==> config.mk <==
export PLATFORM = sky130hd
export DESIGN_NAME = uart_tx_arbiter
export DESIGN_NICKNAME = d
export VERILOG_FILES = /design/src/rtl/uart_tx_arbiter.sv
export SDC_FILE = /design/constraint.sdc
export NUM_CORES = 1
export LEC_CHECK = 0
export CAP_MARGIN = 25
export CORE_MARGIN = 10
export CORE_UTILIZATION = 30
export CTS_BUF_LIST = sky130_fd_sc_hd__clkbuf_16
export DETAILED_ROUTE_END_ITERATION = 16
export GPL_ROUTABILITY_DRIVEN = 0
export PLACE_DENSITY = 0.6
export SYNTH_ARGS = -nofsm -noshare
export SYNTH_HDL_FRONTEND = slang
export SYNTH_SLANG_ARGS = --single-unit
==> constraint.sdc <==
create_clock -name clk -period 2.2 [get_ports clk]
set_input_delay 0.22 -clock clk [delete_from_list [all_inputs] [get_ports clk]]
set_output_delay 0.22 -clock clk [all_outputs]
set_load 0.01 [all_outputs]
==> src/rtl/uart_tx_arbiter.sv <==
// Round-robin arbiter sharing one UART transmitter among NUM_REQ requesters.
// Launches one send per grant and reports done or timeout back to the owner.
module uart_tx_arbiter #(
    parameter int NUM_REQ        = 4,
    parameter int DATA_W         = 7,
    parameter int TIMEOUT_CYCLES = 64
) (
    input  logic                        clk,
    input  logic                        reset,
    input  logic [NUM_REQ-1:0]          req,
    input  logic [NUM_REQ*DATA_W-1:0]   req_data,
    output logic [NUM_REQ-1:0]          grant,
    output logic                        tx_done,
    output logic                        tx_err,
    output logic [$clog2(NUM_REQ)-1:0]  tx_id,
    output logic                        busy,
    output logic                        uart_send,
    output logic [DATA_W-1:0]           uart_data,
    input  logic                        uart_done
);

    localparam int                   ID_W     = $clog2(NUM_REQ);
    localparam int                   CNT_W    = $clog2(TIMEOUT_CYCLES);
    localparam int unsigned          NR       = NUM_REQ;
    localparam logic [ID_W-1:0]      ID_LAST  = ID_W'(NUM_REQ - 1);
    localparam logic [CNT_W-1:0]     CNT_LAST = CNT_W'(TIMEOUT_CYCLES - 1);

    typedef enum logic [1:0] {
        IDLE  = 2'd0,
        GRANT = 2'd1,
        WAIT  = 2'd2,
        DONE  = 2'd3
    } state_t;

    state_t              state;
    state_t              state_nxt;

    logic [ID_W-1:0]     owner;
    logic [ID_W-1:0]     last;
    logic [ID_W-1:0]     winner;
    logic                found;
    logic [DATA_W-1:0]   win_data;
    logic [CNT_W-1:0]    cnt;
    logic                timeout;

    logic [NUM_REQ-1:0]  grant_nxt;
    logic                send_nxt;
    logic                done_nxt;
    logic                err_nxt;
    logic                busy_nxt;

    // Scan last+1, last+2, ... (mod NUM_REQ); the first requesting index wins.
    always_comb begin
        int unsigned     last_u;
        logic [ID_W-1:0] idx;
        winner = '0;
        found  = 1'b0;
        last_u = 32'(last);
        idx    = '0;
        for (int unsigned i = 1; i <= NR; i++) begin
            idx = ID_W'((last_u + i) % NR);
            if (!found && req[idx]) begin
                winner = idx;
                found  = 1'b1;
            end
        end
    end

    always_comb begin
        win_data = '0;
        for (int unsigned i = 0; i < NR; i++) begin
            if (ID_W'(i) == winner) begin
                win_data = req_data[i*DATA_W +: DATA_W];
            end
        end
    end

    assign timeout = (cnt == CNT_LAST);

    always_ff @(posedge clk) begin
        if (reset) begin
            state <= IDLE;
        end else begin
            state <= state_nxt;
        end
    end

    always_comb begin
        state_nxt = state;
        unique case (state)
            IDLE:    if (found) state_nxt = GRANT;
            GRANT:   state_nxt = WAIT;
            WAIT:    if (uart_done || timeout) state_nxt = DONE;
            DONE:    state_nxt = IDLE;
            default: state_nxt = IDLE;
        endcase
    end

    // Values the registered outputs take on the coming edge; a done on the
    // timeout edge reports completion rather than an error.
    always_comb begin
        grant_nxt = '0;
        send_nxt  = 1'b0;
        done_nxt  = 1'b0;
        err_nxt   = 1'b0;
        busy_nxt  = (state_nxt != IDLE);
        if (state == IDLE && state_nxt == GRANT) begin
            grant_nxt[winner] = 1'b1;
            send_nxt          = 1'b1;
        end
        if (state == WAIT && state_nxt == DONE) begin
            done_nxt = uart_done;
            err_nxt  = ~uart_done;
        end
    end

    always_ff @(posedge clk) begin
        if (reset) begin
            grant     <= '0;
            uart_send <= 1'b0;
            tx_done   <= 1'b0;
            tx_err    <= 1'b0;
            busy      <= 1'b0;
            tx_id     <= '0;
            uart_data <= '0;
            owner     <= '0;
            last      <= ID_LAST;
            cnt       <= '0;
        end else begin
            grant     <= grant_nxt;
            uart_send <= send_nxt;
            tx_done   <= done_nxt;
            tx_err    <= err_nxt;
            busy      <= busy_nxt;
            if (state == IDLE && found) begin
                owner     <= winner;
                uart_data <= win_data;
            end
            if (state == GRANT) begin
                cnt <= '0;
            end else if (state == WAIT && !timeout) begin
                cnt <= cnt + 1'b1;
            end
            if (state == WAIT && state_nxt == DONE) begin
                tx_id <= owner;
            end
            if (state == DONE) begin
                last <= owner;
            end
        end
    end

endmodule

-- After elaboration in Yosys (flattened, before gate mapping)
Index checks and enable logic that the tools add are counted.
- equality and inequality tests: 9
- reductions and logical operators: 19
- mux-type cells: 26
- add/subtract/negate cells: 5
- $lt $le $gt $ge: 6
- bitwise logic cells: 3
- operators with widths (kind ; number):
    two-way mux 7 bit ; 4
    < comparator 2 x 3 -> 1 bit, second input constant ; 5
    two-way mux 2 bit ; 6
    two-way mux 1 bit ; 10
    binary-select mux 1 bit (select 2 bit) ; 4
    logical AND 1 bit ; 8
    case mux 2 bit (4 select lines) ; 1
    adder 6 x 1 -> 6 bit, second input constant ; 1
    == test 2 bit, second input constant ; 3
    == test 6 bit, second input constant ; 1
    OR reduction 2 bit ; 3
    adder 2 x 1 -> 2 bit, second input constant ; 2
    adder 2 bit, second input constant ; 2
    == test 2 x 1 -> 1 bit, second input constant ; 2
    == test 2 bit, first input constant ; 2
    zero test 1 bit ; 4
    zero test 2 bit ; 2
    inverter 1 bit ; 3
    demux 1 bit (select 2 bit) ; 1
    == test 1 x 2 -> 1 bit, first input constant ; 1
    greater-or-equal comparator 2 x 1 -> 1 bit, second input constant ; 1
    nonzero test 2 bit ; 1
    logical OR 1 bit ; 1
- output and inout bits: 17
- logic and storage cells: 79
- input port bits: 35
- bits in registers: 29

-- Depth between registers and ports, before layout
Gate-level depths: netlist of run 1.
- depth in word-level cells: 19
- depth in mapped cells: 7
- depth with buffers taken out: 7

-- Worst setup path before layout of run 1
OpenSTA, ideal clock, no wires.
- path kind: reg-to-reg
- start point: register state[0]
- end point: register grant[3]
- data arrival time: 1567 ps
- setup time: 80 ps
- data required time: 2120 ps
- path buffers: 0
- period minus slack after synthesis: 1647 ps
- cell stages (with the launch flop): 8
- path slack: 553 ps
- cell sequence: dfxtp_1 inv_1 ha_1 nor2_1 o21ai_1 a21oi_1 or4_4 nor3b_1
- cells in the longest elaborated chain, start to end: 6
- RTL lines (item ; RTL line ; text):
    start, declared ; 35 ; state_t state;
    start signal, assigned ; 84 ; state <= state_nxt;
    == test 2 bit (tied with other cells) ; 90 ; unique case (state)
    case mux 2 bit (4 select lines) ; 90 ;
    == test 2 x 1 -> 1 bit ; 107 ; if (state == IDLE && state_nxt == GRANT) begin
    logical AND 1 bit * ; 107 ;
    inverter 1 bit (no source line) * ; n/a ;
    OR reduction 2 bit (no source line) * ; n/a ;
    end signal, assigned ; 130 ; grant <= grant_nxt;
    end, declared ; 12 ; output logic [NUM_REQ-1:0] grant,
Mark *: on every way between the ends. The rest lies on a longest branch, timed or not.
A chain may end at the register's enable or synchronous reset.

-- Worst setup path after layout of run 1
Same ends and word-level chain as after synthesis.

==> results by group, run 1 <==
Run status
  – Status: complete, no violations

Die
  – Width of the die: 88.2 µm
  – Core region area: between 4000 and 5000 µm²
  – Starting Density: about a third
  – Rows: 24
  – Die Area: around 8000 µm²
  – Io pins: 52
  – Die Y: between 80 and 90 µm

Placement
  – # port buffers: 51
  – Placed instance area: just under 2000 µm²
  – Dpl ws: between 100 and 150 ps
  – Dpl hpwl: approximately 3000 µm
  – Cells after DPL: about 240

Pwr
  – Clk pwr share: 26.4%
  – P per Cell Area: 1070 nW/µm²
  – Worst VDD drop: approximately 520 µV
  – Int Pwr: roughly 1.5 mW
  – Flop pwr share: around 33%
  – Total power: between 2 and 2.5 mW
  – Net Switching: 0.718 mW
  – Sw frac: between 30% and 40%
  – Leak: around 0.83 nW
  – Comb pwr share: 40.6%

Drt
  – Starting DRC count in detailed routing: 56
  – DRT Pass-1 Iters: 4
  – Routed WL: ~3700 µm
  – Routed length per instance: 14.9 µm
  – DRC Markers: 0
  – Vias per Instance: a little over 5
  – Via Count: between 1000 and 1500
  – ANT nets after route: 0

GRT
  – First-pass GRT wire length: 5930 µm
  – Number of global-route vias before repair: roughly 1200
  – Met3 GRT Util: 5.01%
  – Global routing's busiest layer: met2
  – Met1 usage: between 10% and 20%
  – GRT Resource Usage Total: 9.27%
  – GRT overflow: 0
  – Antenna violations before repair: 0
  – Met2 Usage GRT: between 10 and 15%
  – Pin count of the biggest net entering global routing: 20

Run
  – Max-cap violations: 0

Timing
  – Tmin final: between 1500 and 2000 ps
  – Worst slew margin: roughly 66%
  – Max-slew violation count: 0
  – Clock skew: 1.83 ps
  – Setup TNS: 0 ps
  – Hold slack: a little under 500 ps
  – Crit share post-route: between 80 and 90%
  – Slew @ Worst Pin: about 500 ps
  – Setup ws final: 256 ps
  – RSZ-0062 raised after global routing: no
  – Setup violation total in the final timing report: 0
  – Maximum operating frequency: between 500 and 600 MHz
  – Endpoints failing hold: 0

Critical path
  – Worst R2R Path Depth: 8
  – R2R Path End: grant[3]$_SDFF_PP0_
  – Startpoint types: flop
  – Critical path required time: 2380 ps
  – Slowest stage cell on the critical path: or4_4
  – Critical Path AT: roughly 2100 ps
  – Setup CP Type: reg2reg
  – CP peak stage delay: 540 ps
  – R2r startpoint: state[0]$_SDFF_PP0_
  – Crit-path max FO: 5
  – Crit. End Element: flop
  – R2r setup slk: 260 ps
  – CP Cell Sequence: inv_1, ha_1, nor2_1, o21ai_1, a21oi_1, buf_4, or4_4, nor3b_1

Synth
  – Yosys reg bits: 29
  – Main area contributors after synthesis: dfxtp_1, mux2i_1, ha_1, o221ai_1, nor2_1
  – Asr flop ratio synth: 0%
  – Largest area contributor in the netlist: dfxtp_1
  – Mapped Cells: roughly 140
  – Post-synth EDFFs: 0
  – Count leader, synth: dfxtp_1
  – Yosys warns: 0
  – Mapped Area: about 1400 µm²
  – Synth Flop Type: dfxtp_1
  – Syn nets: ~190
  – Mean Syn Cell Area: slightly below 10 µm²
  – Top cell type's share of synthesized area: 41.7%
  – Yosys cell types: 38
  – Synth top cells by count: dfxtp_1, mux2i_1, nor2_1
  – Seq/Total Area, Yosys: a little over two fifths

Final layout
  – Antenna cells: 0
  – Fin cells: roughly 250
  – Final Instance Area: approximately 2100 µm²
  – Fin nets: 240
  – Share of cells above drive strength 1: 8.04%
  – Layout Utilization: a little under half
  – Layout area overhead: 51.0%

Clocking
  – CTS tree: done
  – Hold buffer count at cts: 0
  – CTS buffer count: 5
  – Clock sink count: 29
  – Clk root buf: clkbuf_16
  – Resize count post-CTS: 0
  – Worst-Skew Late Latency: about 260 ps
  – Clk pin slew, worst setup/hold paths: approximately 50 ps
  – Post-CTS setup repair buffer count: 0
  – Max Buffers Root-to-Sink: 2
  – Max H-tree Level: 2

Worst hold path
  – Worst Hold Launch: uart_data[2]$_SDFFE_PP0P_
  – Hold crit path type: reg2reg
  – Worst Hold Depth: 2
  – WHS Endpoint: uart_data[2]$_SDFFE_PP0P_
[registers in the layout, summed over array words and instances (netlist names)]
name	count
last	2
tx_id	2
tx_err	1
uart_data	7
tx_done	1
owner	2
cnt	6
grant	4
busy	1
uart_send	1
state	2
[cell families (layout without fill, tap and decap cells)]
| family | after synthesis | count (layout) | share of synthesized area [%] |
|---|---|---|---|
| buf+inv | 12 | 67 | 4.67 |
| mux | 21 | 21 | 15.1 |
| xor+xnor | 4 | 4 | 2.51 |
| flops | 29 | 29 | 41.7 |
| fa+ha+maj | 6 | 6 | 5.39 |
| simple gates | 52 | 52 | 19.7 |
| compound gates | 20 | 20 | 11.0 |
[power by group through the flow]
stage	Sequential, mW	Combinational, mW	Clock (mW)
floorplan	0.782	0.524	0
finish	0.745	0.919	0.597
detailed placement	0.757	0.923	0
global route	0.764	1.02	0.634
CTS	0.747	0.926	0.614
global placement	0.750	0.903	0
[cell type report]
cell class | instances | area, µm²
clock buffers | 5 | 125
well taps | 52 | 65.1
fillers | 422 | 2310
clock inverters | 2 | 7.51
multi-input cells | 103 | 754
flip-flops and latches | 29 | 581
inverters | 5 | 18.8
repair buffers | 55 | 553
[routing by layer]
layer  share of wire (%)  vias up
met2                  43       52
met1                  44      579
met3                  13        2
met5                   0        -
met4                0.11        0
li1                    -      629
[cells in the final DEF (no fill, tap or decap), types with 2 or more instances in the layout]
cell,n
inv_1,5
nand3_1,8
o221ai_1,6
or2_2,2
clkbuf_16,5
mux2i_1,21
xor2_1,3
nand2_1,7
clkinv_1,2
ha_1,6
nand4_1,3
nor3_1,5
nand2b_1,3
or3_1,2
nor2_1,13
clkdlybuf4s50_1,51
nor3b_1,2
buf_4,3
a21oi_1,4
dfxtp_1,29
o221ai_2,2
[worst max path at each step]
stage / start / end / cells after the start
5_1_grt: state[0]$_SDFF_PP0_ / grant[3]$_SDFF_PP0_ / 8
3_5_place_dp: req[1] / uart_data[0]$_SDFFE_PP0P_ / 5
4_1_cts: state[0]$_SDFF_PP0_ / grant[3]$_SDFF_PP0_ / 8
2_1_floorplan: state[0]$_SDFF_PP0_ / grant[3]$_SDFF_PP0_ / 7
3_3_place_gp: req[1] / uart_data[1]$_SDFFE_PP0P_ / 5
6_report: state[0]$_SDFF_PP0_ / grant[3]$_SDFF_PP0_ / 8
[critical path, delay by kind of cell (launching register included)]
family                   cells  cell delay [ps]
AND/OR/NAND/NOR              3              800
AO/OA/AOI/OAI                2              170
flip-flops                   1              350
adder cells (fa/ha/maj)      1              260
buffers and inverters        2              290
No activity file was read; power rests on OpenSTA's default activity.
==> run 2: changes to the inputs <==
Settings changed: CTS_CLUSTER_DIAMETER from default to 150.
==> results of run 2 <==
No change in the layout: final DEF, timing and power equal those of run 1.
==> run 3: changes to the inputs <==
Settings changed: CAP_MARGIN 25 to 20.
==> results of run 3 <==
No change in the layout: final DEF, timing and power equal those of run 1.
